==> config.mk <==
export PLATFORM = sky130hd
export DESIGN_NAME = uart_tx_fifo_drain
export DESIGN_NICKNAME = d
export VERILOG_FILES = /design/src/rtl/uart_pkg.sv /design/src/rtl/uart_baud_counter.sv /design/src/rtl/uart_tx_fifo_drain.sv
export SDC_FILE = /design/constraint.sdc
export NUM_CORES = 1
export LEC_CHECK = 0
export ABC_CLOCK_PERIOD_IN_PS = 4200
export CORE_UTILIZATION = 59
export DETAILED_ROUTE_END_ITERATION = 8
export PLACE_DENSITY = 0.83
export SETUP_SLACK_MARGIN = 0.1
export SLEW_MARGIN = 20
export SYNTH_ARGS = -nofsm -noshare
export SYNTH_HDL_FRONTEND = slang
export SYNTH_HIERARCHICAL = 1
export SYNTH_SLANG_ARGS = --single-unit
==> constraint.sdc <==
create_clock -name clock -period 4.2 [get_ports clock]
set_clock_uncertainty 0.1 [all_clocks]
set_input_delay 0.84 -clock clock [delete_from_list [all_inputs] [get_ports clock]]
set_output_delay 0.84 -clock clock [all_outputs]
set_load 0.05 [all_outputs]
==> src/rtl/uart_pkg.sv <==
// -----------------------------------------------------------------------------
// uart_pkg
// Shared definitions for the UART transmit path: frame FSM state encoding,
// parity-mode codes, and the parity-bit helper.
// No ports (package).
// -----------------------------------------------------------------------------
package uart_pkg;

  typedef enum logic [2:0] {
    IDLE,
    START,
    DATA,
    PARITY,
    STOP
  } uart_state_t;

  localparam int PARITY_NONE = 0;
  localparam int PARITY_EVEN = 1;
  localparam int PARITY_ODD  = 2;

  // xor_all is the XOR reduction of the data word; odd parity inverts it so
  // that the total number of ones (data + parity) is odd.
  function automatic logic parity_bit(input logic xor_all, input int mode);
    return (mode == PARITY_ODD) ? ~xor_all : xor_all;
  endfunction

endpackage

==> src/rtl/uart_baud_counter.sv <==
// -----------------------------------------------------------------------------
// uart_baud_counter
// Bit-period timer for the UART transmitter. Counts 0..baudDivisor-1 and wraps.
// Ports:
//   clock   in  system clock, rising edge
//   reset   in  synchronous, active-high
//   restart in  forces the count to 0 on the next edge (aligns a new frame)
//   bitEnd  out high in the last clock cycle of each bit period
// -----------------------------------------------------------------------------
module uart_baud_counter #(
  parameter int baudDivisor = 434
) (
  input  logic clock,
  input  logic reset,
  input  logic restart,
  output logic bitEnd
);

  localparam int CntWidth = $clog2(baudDivisor);
  localparam logic [CntWidth-1:0] LastCount = CntWidth'(baudDivisor - 1);

  logic [CntWidth-1:0] cnt_reg;

  always_ff @(posedge clock) begin
    if (reset) begin
      cnt_reg <= '0;
    end else if (restart || (cnt_reg == LastCount)) begin
      cnt_reg <= '0;
    end else begin
      cnt_reg <= cnt_reg + 1'b1;
    end
  end

  assign bitEnd = (cnt_reg == LastCount);

endmodule

==> src/rtl/uart_tx_fifo_drain.sv <==
// -----------------------------------------------------------------------------
// uart_tx_fifo_drain
// Pops words from a show-ahead FIFO and shifts each out as an asynchronous UART
// frame (start, data LSB first, optional parity, stop). Frames run back to back
// while the FIFO holds data; txd idles high otherwise.
// Ports:
//   clock      in  system clock, rising edge
//   reset      in  synchronous, active-high
//   txEnable   in  permission to start a new frame (looked at only at frame boundaries)
//   fifoEmpty  in  FIFO empty flag
//   fifoData   in  FIFO head word (valid while fifoEmpty = 0)
//   fifoPop    out one-cycle pop strobe, head removed at this clock edge
//   txd        out serial line, registered, idle high
//   busy       out high from the pop cycle through the last stop-bit cycle
// -----------------------------------------------------------------------------
module uart_tx_fifo_drain
  import uart_pkg::*;
#(
  parameter int bitWidth     = 8,
  parameter int baudDivisor  = 434,
  parameter int nrOfStopBits = 1,
  parameter int parityMode   = 0
) (
  input  logic                clock,
  input  logic                reset,
  input  logic                txEnable,
  input  logic                fifoEmpty,
  input  logic [bitWidth-1:0] fifoData,
  output logic                fifoPop,
  output logic                txd,
  output logic                busy
);

  localparam int BitCntWidth = $clog2(bitWidth + 1);
  localparam logic [BitCntWidth-1:0] LastDataBit = BitCntWidth'(bitWidth - 1);
  localparam logic LastStopBit = 1'(nrOfStopBits - 1);

  uart_state_t             state_reg, state_next;
  logic [bitWidth-1:0]     shift_reg, shift_next;
  logic [BitCntWidth-1:0]  bit_cnt_reg, bit_cnt_next;
  logic                    stop_cnt_reg, stop_cnt_next;
  logic                    parity_reg, parity_next;
  logic                    txd_reg, txd_next;
  logic                    bit_end;
  logic                    can_start;

  uart_baud_counter #(
    .baudDivisor(baudDivisor)
  ) u_baud (
    .clock  (clock),
    .reset  (reset),
    .restart(fifoPop),
    .bitEnd (bit_end)
  );

  // Reset gates the pop so nothing leaves the FIFO while the block is held.
  assign can_start = txEnable && !fifoEmpty && !reset;

  always_ff @(posedge clock) begin
    if (reset) begin
      state_reg    <= IDLE;
      shift_reg    <= '0;
      bit_cnt_reg  <= '0;
      stop_cnt_reg <= 1'b0;
      parity_reg   <= 1'b0;
      txd_reg      <= 1'b1;
    end else begin
      state_reg    <= state_next;
      shift_reg    <= shift_next;
      bit_cnt_reg  <= bit_cnt_next;
      stop_cnt_reg <= stop_cnt_next;
      parity_reg   <= parity_next;
      txd_reg      <= txd_next;
    end
  end

  always_comb begin
    state_next    = state_reg;
    shift_next    = shift_reg;
    bit_cnt_next  = bit_cnt_reg;
    stop_cnt_next = stop_cnt_reg;
    parity_next   = parity_reg;
    fifoPop       = 1'b0;

    case (state_reg)
      IDLE: begin
        if (can_start) begin
          fifoPop       = 1'b1;
          shift_next    = fifoData;
          parity_next   = parity_bit(^fifoData, parityMode);
          bit_cnt_next  = '0;
          stop_cnt_next = 1'b0;
          state_next    = START;
        end
      end
      START: begin
        if (bit_end) state_next = DATA;
      end
      DATA: begin
        if (bit_end) begin
          shift_next = shift_reg >> 1;
          if (bit_cnt_reg == LastDataBit) begin
            bit_cnt_next = '0;
            state_next   = (parityMode != PARITY_NONE) ? PARITY : STOP;
          end else begin
            bit_cnt_next = bit_cnt_reg + 1'b1;
          end
        end
      end
      PARITY: begin
        if (bit_end) state_next = STOP;
      end
      STOP: begin
        if (bit_end) begin
          if (stop_cnt_reg == LastStopBit) begin
            // Last stop cycle: chain straight into the next frame if allowed.
            if (can_start) begin
              fifoPop       = 1'b1;
              shift_next    = fifoData;
              parity_next   = parity_bit(^fifoData, parityMode);
              bit_cnt_next  = '0;
              stop_cnt_next = 1'b0;
              state_next    = START;
            end else begin
              stop_cnt_next = 1'b0;
              state_next    = IDLE;
            end
          end else begin
            stop_cnt_next = 1'b1;
          end
        end
      end
      default: state_next = IDLE;
    endcase

    // Line level is decoded from the upcoming state so txd can be registered
    // without adding a cycle of latency.
    case (state_next)
      START:   txd_next = 1'b0;
      DATA:    txd_next = shift_next[0];
      PARITY:  txd_next = parity_next;
      default: txd_next = 1'b1;
    endcase
  end

  assign txd  = txd_reg;
  assign busy = (state_reg != IDLE) || fifoPop;

endmodule

==> results of run 1 <==
report_power, final:
group / internal (W) / switching (W) / total [W]
Combinational: 0.0000354 / 0.0000343 / 0.0000697
Clock: 0.0000965 / 0.0000765 / 0.000173
Sequential: 0.000254 / 0.00000842 / 0.000263
Total: 0.000386 / 0.000119 / 0.000506
worst min-delay path, stage by stage, from the launching register on:
cell	delay (ps)
dfxtp_1	330
nand2_1	50
a21oi_1	50
kinds of logic (layout without fill, tap and decap cells):
family,after synthesis,in the layout
fa+ha+maj,4,4
compound gates,45,45
flops,26,26
buf+inv,14,26
simple gates,59,59
mux,2,2
xor+xnor,10,10
per-layer routing:
| metal | vias up | GRT usage, % |
|---|---|---|
| met1 | 575 | 31.9 |
| met5 | - | 0 |
| met3 | 2 | 3.57 |
| met4 | 0 | 6.94 |
| li1 | 622 | - |
| met2 | 23 | 40.1 |
path summary, 6_finish.rpt:
kind	slack, ps	to	startpoint
worst max-delay path	860	fifoPop	u_baud/cnt_reg[0]
worst max register to register	1500	bit_cnt_reg[2]	u_baud/cnt_reg[0]
worst min register to register	360	shift_reg[5]	shift_reg[5]
worst min-delay path	360	shift_reg[5]	shift_reg[5]
cell type report:
type	count	share of cell area [%]
Multi-Input combinational cell	120	51.3
Sequential cell	26	32.0
Timing Repair Buffer	16	9.98
Tap cell	28	2.15
Clock inverter	1	1.84
Clock buffer	3	1.38
Inverter	6	1.38
layout by cell type (no fill, tap or decap), types with 4 or more instances in the layout:
cell type,count
xnor2_1,8
dfxtp_1,26
nor2_1,11
a21oi_1,12
a22oi_1,6
clkdlybuf4s50_1,12
o21ai_0,5
nand2_1,14
a31oi_1,4
inv_1,6
per-stage QoR:
step                power, W  instance area [um^2]  std cells  hold WS (ps)
finish              0.000506                  1630        200           363
global route        0.000522                  1630        200           398
CTS                 0.000508                  1630        200           368
detailed placement  0.000338                  1580        196           349
global placement    0.000336                  1580        196           342
floorplan           0.000313                  1420        160           336
==> reports/metrics.yaml, run 1 <==
drc: 0
route.met2.wl_um: 1390
clkTransAtPathRegs_ps: 150
grtUsageTotal_pct: 24.1
synthAdderAreaFrac_pct: 3.43
pre_cts_ws_ps: 946
initial_core_util_pct: 63.8
syn-num-nets: 175
yosys.area_share.simple_pct: 25.0
cts_buffers: 3
worst_pin_slew_ps: 532
layout-drive-gt1-share_pct: 9.88
ys_ff_latch: 26
critPathMaxFanout: 14
cts-htree-levels: 1
m1WireLength_um: 1360
avgViaCountPerCell: 6.11
largest_register_ffs: 9
cap_violations: 0
clockBufferDepth: 2
antenna_found_initial: 0
crit_buf_inv: 2
regArea_um2: 520
synth_most_common_cell: "dfxtp_1"
hold_class: "reg -> reg"
routed-wl-met3_um: 113
async_reset_ff_share_pct: 0
diodes: 0
core_mm2: 0.00223
p_leak_nw: 0.540
cpPeakStageDelay_ps: 520
synth_edf_count: 0
ant_nets: 0
cts_sinks: 26
synth_area_mm2: 0.00142
synth-compound-area-share_pct: 22.8
drtIter0Drc: 56
cp-end-kind: "primary output"
final_hold_viol_count: 0
peakVddDrop_mv: 0.283
utilization_pct: 72.9
gr-total-overflow: 0
fin_tns_setup_ps: 0
netlist-cell-type-count: 52
ctsHoldBuffers: 0
cts_resized: 0
whs_path_depth: 2
cp_top_family: "simple AND/OR/NAND/NOR gates"
fill_cells: 172
synth_flop_cell: "dfxtp_1"
num_io_pins: 15
path_depth: 7
io_buffers: 14
nets: 188
row_count: 17
worst_slack_ps: 859
synth.area.top_cells: "dfxtp_1, xnor2_1, a21oi_1"
fin_crit_sh_pct: 79.5
yosysTopAreaCell: "dfxtp_1"
wire_per_inst_um: 14.4
drt_first_pass_iters: 4
required_ps: 3260
criticalPathCategory: "reg -> out"
grt_pass1_wl_um: 4700
area_delta_synth_final_pct: 14.4
chipWidth_um: 51.1
ys_seq_area_share_pct: 36.6
slew_viol_final: 0
cts_tree: "yes"
synth-xor-area-share_pct: 6.15
grt_pass1_vias: 1085
top_layer_used: "met4"
synth_cells: 160
crit_path_cell_trace: "ha_1 > nand2_1 > nor3_1 > buf_4 > nand2b_1 > and3_1 > buf_12"
ys_warn_count: 6
outcome: "completed"
multiInputGateArea_um2: 836
finalSetupViolCount: 0
clock_latency_ps: 320
power.density_mw_per_mm2: 310
finalWeightedCongestion: 0.805
die_area_mm2: 0.00261
rsz0062_at_grt: "no"
fmax_mhz: 299
cp.arrival_ps: 2400
postCtsSetupBuffers: 0
synth_commonest_cells: "dfxtp_1, nand2_1, a21oi_1"
grt_max_degree: 22
syn_avg_cell_area_um2: 8.90
synth_top_family_by_area: "simple AND/OR/NAND/NOR gates"
synth_top_area_share_pct: 36.6
max_slew_margin_pct: 64.5
period_minus_slack_ps: 3340
crit_path_top_delay_cell: "and3_1"
cts_root_buf: "clkbuf_4"
vias: 1222
hpwl_um: 2120
synthMuxAreaShare_pct: 1.41
die_h_um: 51.1
cp-start-kind: "flop"
wirelength_um: 2880
reg2reg_depth: 8
(Power assumes the default switching activity.)
==> inputs of run 2 (changes only) <==
--- a/config.mk
+++ b/config.mk
@@ -5,10 +5,10 @@
 export SDC_FILE = /design/constraint.sdc
 export NUM_CORES = 1
 export LEC_CHECK = 0
-export ABC_CLOCK_PERIOD_IN_PS = 4200
-export CORE_UTILIZATION = 59
+export ABC_CLOCK_PERIOD_IN_PS = 2800
+export CORE_UTILIZATION = 50
 export DETAILED_ROUTE_END_ITERATION = 8
-export PLACE_DENSITY = 0.83
+export PLACE_DENSITY = 0.75
 export SETUP_SLACK_MARGIN = 0.1
 export SLEW_MARGIN = 20
 export SYNTH_ARGS = -nofsm -noshare
==> constraint.sdc (replaced) <==
create_clock -name clock -period 2.8 [get_ports clock]
set_clock_uncertainty 0.1 [all_clocks]
set_input_delay 0.56 -clock clock [delete_from_list [all_inputs] [get_ports clock]]
set_output_delay 0.56 -clock clock [all_outputs]
set_load 0.05 [all_outputs]
==> run 2 against run 1 <==
Sequential cell count unchanged; hold slack improved by 6.7 ps; first-iteration DRC count increased by 11%; critical path depth decreased by 2; critical endpoint unchanged.
==> reports/metrics.yaml, run 2 (synthesized netlist as in run 1, its figures left out) <==
routed-wl-met3_um: 158
crit_buf_inv: 1
worst_slack_ps: 243
rsz0062_at_grt: "no"
r2r-end: "shift_reg[7]"
drtIter0Drc: 62
cts_buffers: 3
clkTransAtPathRegs_ps: 140
fin_tns_setup_ps: 0
clock_latency_ps: 320
post-route-cell-area_mm2: 0.00168
cts_sinks: 26
crit_path_cell_trace: "or3_4 > nor3_4 > nand2b_4 > and3_2 > buf_12"
grt_pass1_wl_um: 4950
multiInputGateArea_um2: 856
die_area_mm2: 0.00307
worst_pin_slew_ps: 488
area_delta_synth_final_pct: 18.1
finalSetupViolCount: 0
critPathMaxFanout: 5
cp-start-kind: "flop"
peakVddDrop_mv: 0.437
gr-total-overflow: 0
num_io_pins: 15
reg2reg_depth: 6
period_minus_slack_ps: 2560
p_leak_nw: 0.556
final_cell_mix: "dfxtp_1, nand2_1, a21oi_1, clkdlybuf4s50_1, nor2_1"
pre_cts_ws_ps: 276
diodes: 0
ant_nets: 0
cp-end-kind: "primary output"
io_buffers: 14
hpwl_um: 2190
layout-drive-gt1-share_pct: 13.8
grtUsageTotal_pct: 19.9
cts_tree: "yes"
regArea_um2: 523
core_mm2: 0.00259
path_depth: 5
hold_class: "reg -> reg"
criticalPathCategory: "reg -> out"
clockBufferDepth: 2
cpPeakStageDelay_ps: 440
required_ps: 2140
outcome: "completed"
chipWidth_um: 55.4
whs_ps: 370
slew_viol_final: 0
top_layer_used: "met4"
cap_violations: 0
cts-htree-levels: 1
drc: 0
power.density_mw_per_mm2: 454
ctsHoldBuffers: 0
crit_path_top_delay_cell: "or3_4"
grt_max_degree: 18
largest_register_ffs: 9
antenna_found_initial: 0
cp.arrival_ps: 1900
placed_cell_area_mm2: 0.00161
final_common_cell: "dfxtp_1"
fin_crit_sh_pct: 91.3
wirelength_um: 2890
route.met2.wl_um: 1350
drt_first_pass_iters: 4
cts_root_buf: "clkbuf_4"
postCtsSetupBuffers: 0
endpoint: "fifoPop"
die_h_um: 55.4
nets: 190
max_slew_margin_pct: 67.4
avgViaCountPerCell: 6.08
grt_pass1_vias: 1152
cp_top_family: "simple AND/OR/NAND/NOR gates"
startpoint: "u_baud/cnt_reg[6]"
fill_cells: 206
wire_per_inst_um: 14.2
m1WireLength_um: 1360
reg2reg_slack_ps: 440
finalWeightedCongestion: 0.772
utilization_pct: 64.9
final_hold_viol_count: 0
fmax_mhz: 391
row_count: 18
initial_core_util_pct: 55.0
vias: 1240
worstReg2RegStart: "u_baud/cnt_reg[6]"
## run 2: cell types whose count changed in the layout (fill, tap and decap cells not counted), sizes merged
cell / change
buf: +2
## run 2: power breakdown
group	total [W]	internal (W)	switching (W)	leakage, nW
Sequential	0.000395	0.000382	0.0000130	0.212
Combinational	0.000110	0.0000570	0.0000531	0.316
Clock	0.000258	0.000145	0.000113	0.0279
Total	0.000763	0.000584	0.000179	0.556
## run 2: cell type report
type | instances | share of cell area [%]
Clock buffer | 3 | 1.34
Sequential cell | 26 | 31.1
Inverter | 6 | 1.34
Timing Repair Buffer | 18 | 11.3
Clock inverter | 1 | 1.79
Multi-Input combinational cell | 120 | 50.9
Tap cell | 30 | 2.23
## run 2: through the flow
step,total power (W),instances
6_report,0.000763,204
5_1_grt,0.000796,204
4_1_cts,0.000768,204
3_5_place_dp,0.000512,200
3_3_place_gp,0.000510,200
2_1_floorplan,0.000470,160
## run 2: worst reg2reg max path, stage by stage, from the launching register on
cell	delay [ps]
dfxtp_1	370
or3_4	440
nor3_4	220
inv_1	90
maj3_2	320
or4b_1	510
a211oi_1	230
## run 2: what timing repair did
action                                  CTS  global route
pin swaps                                 0             1
gates resized for setup                   1             5
endpoints found under the setup margin    1             1
## run 2: worst min-delay path by stage
stage                       startpoint      endpoint  depth (start not counted)
final                     shift_reg[2]  shift_reg[2]                          2
after global routing      shift_reg[3]  shift_reg[3]                          2
after CTS                 shift_reg[2]  shift_reg[2]                          2
after detailed placement  shift_reg[2]  shift_reg[2]                          2
after global placement    shift_reg[5]  shift_reg[5]                          2
after floorplan           shift_reg[1]  shift_reg[1]                          2
## run 2: routing by layer
layer	vias up	GRT usage, %
met1	587	28.9
met4	0	5.00
met2	32	29.1
met5	-	0
met3	4	5.39
li1	617	-
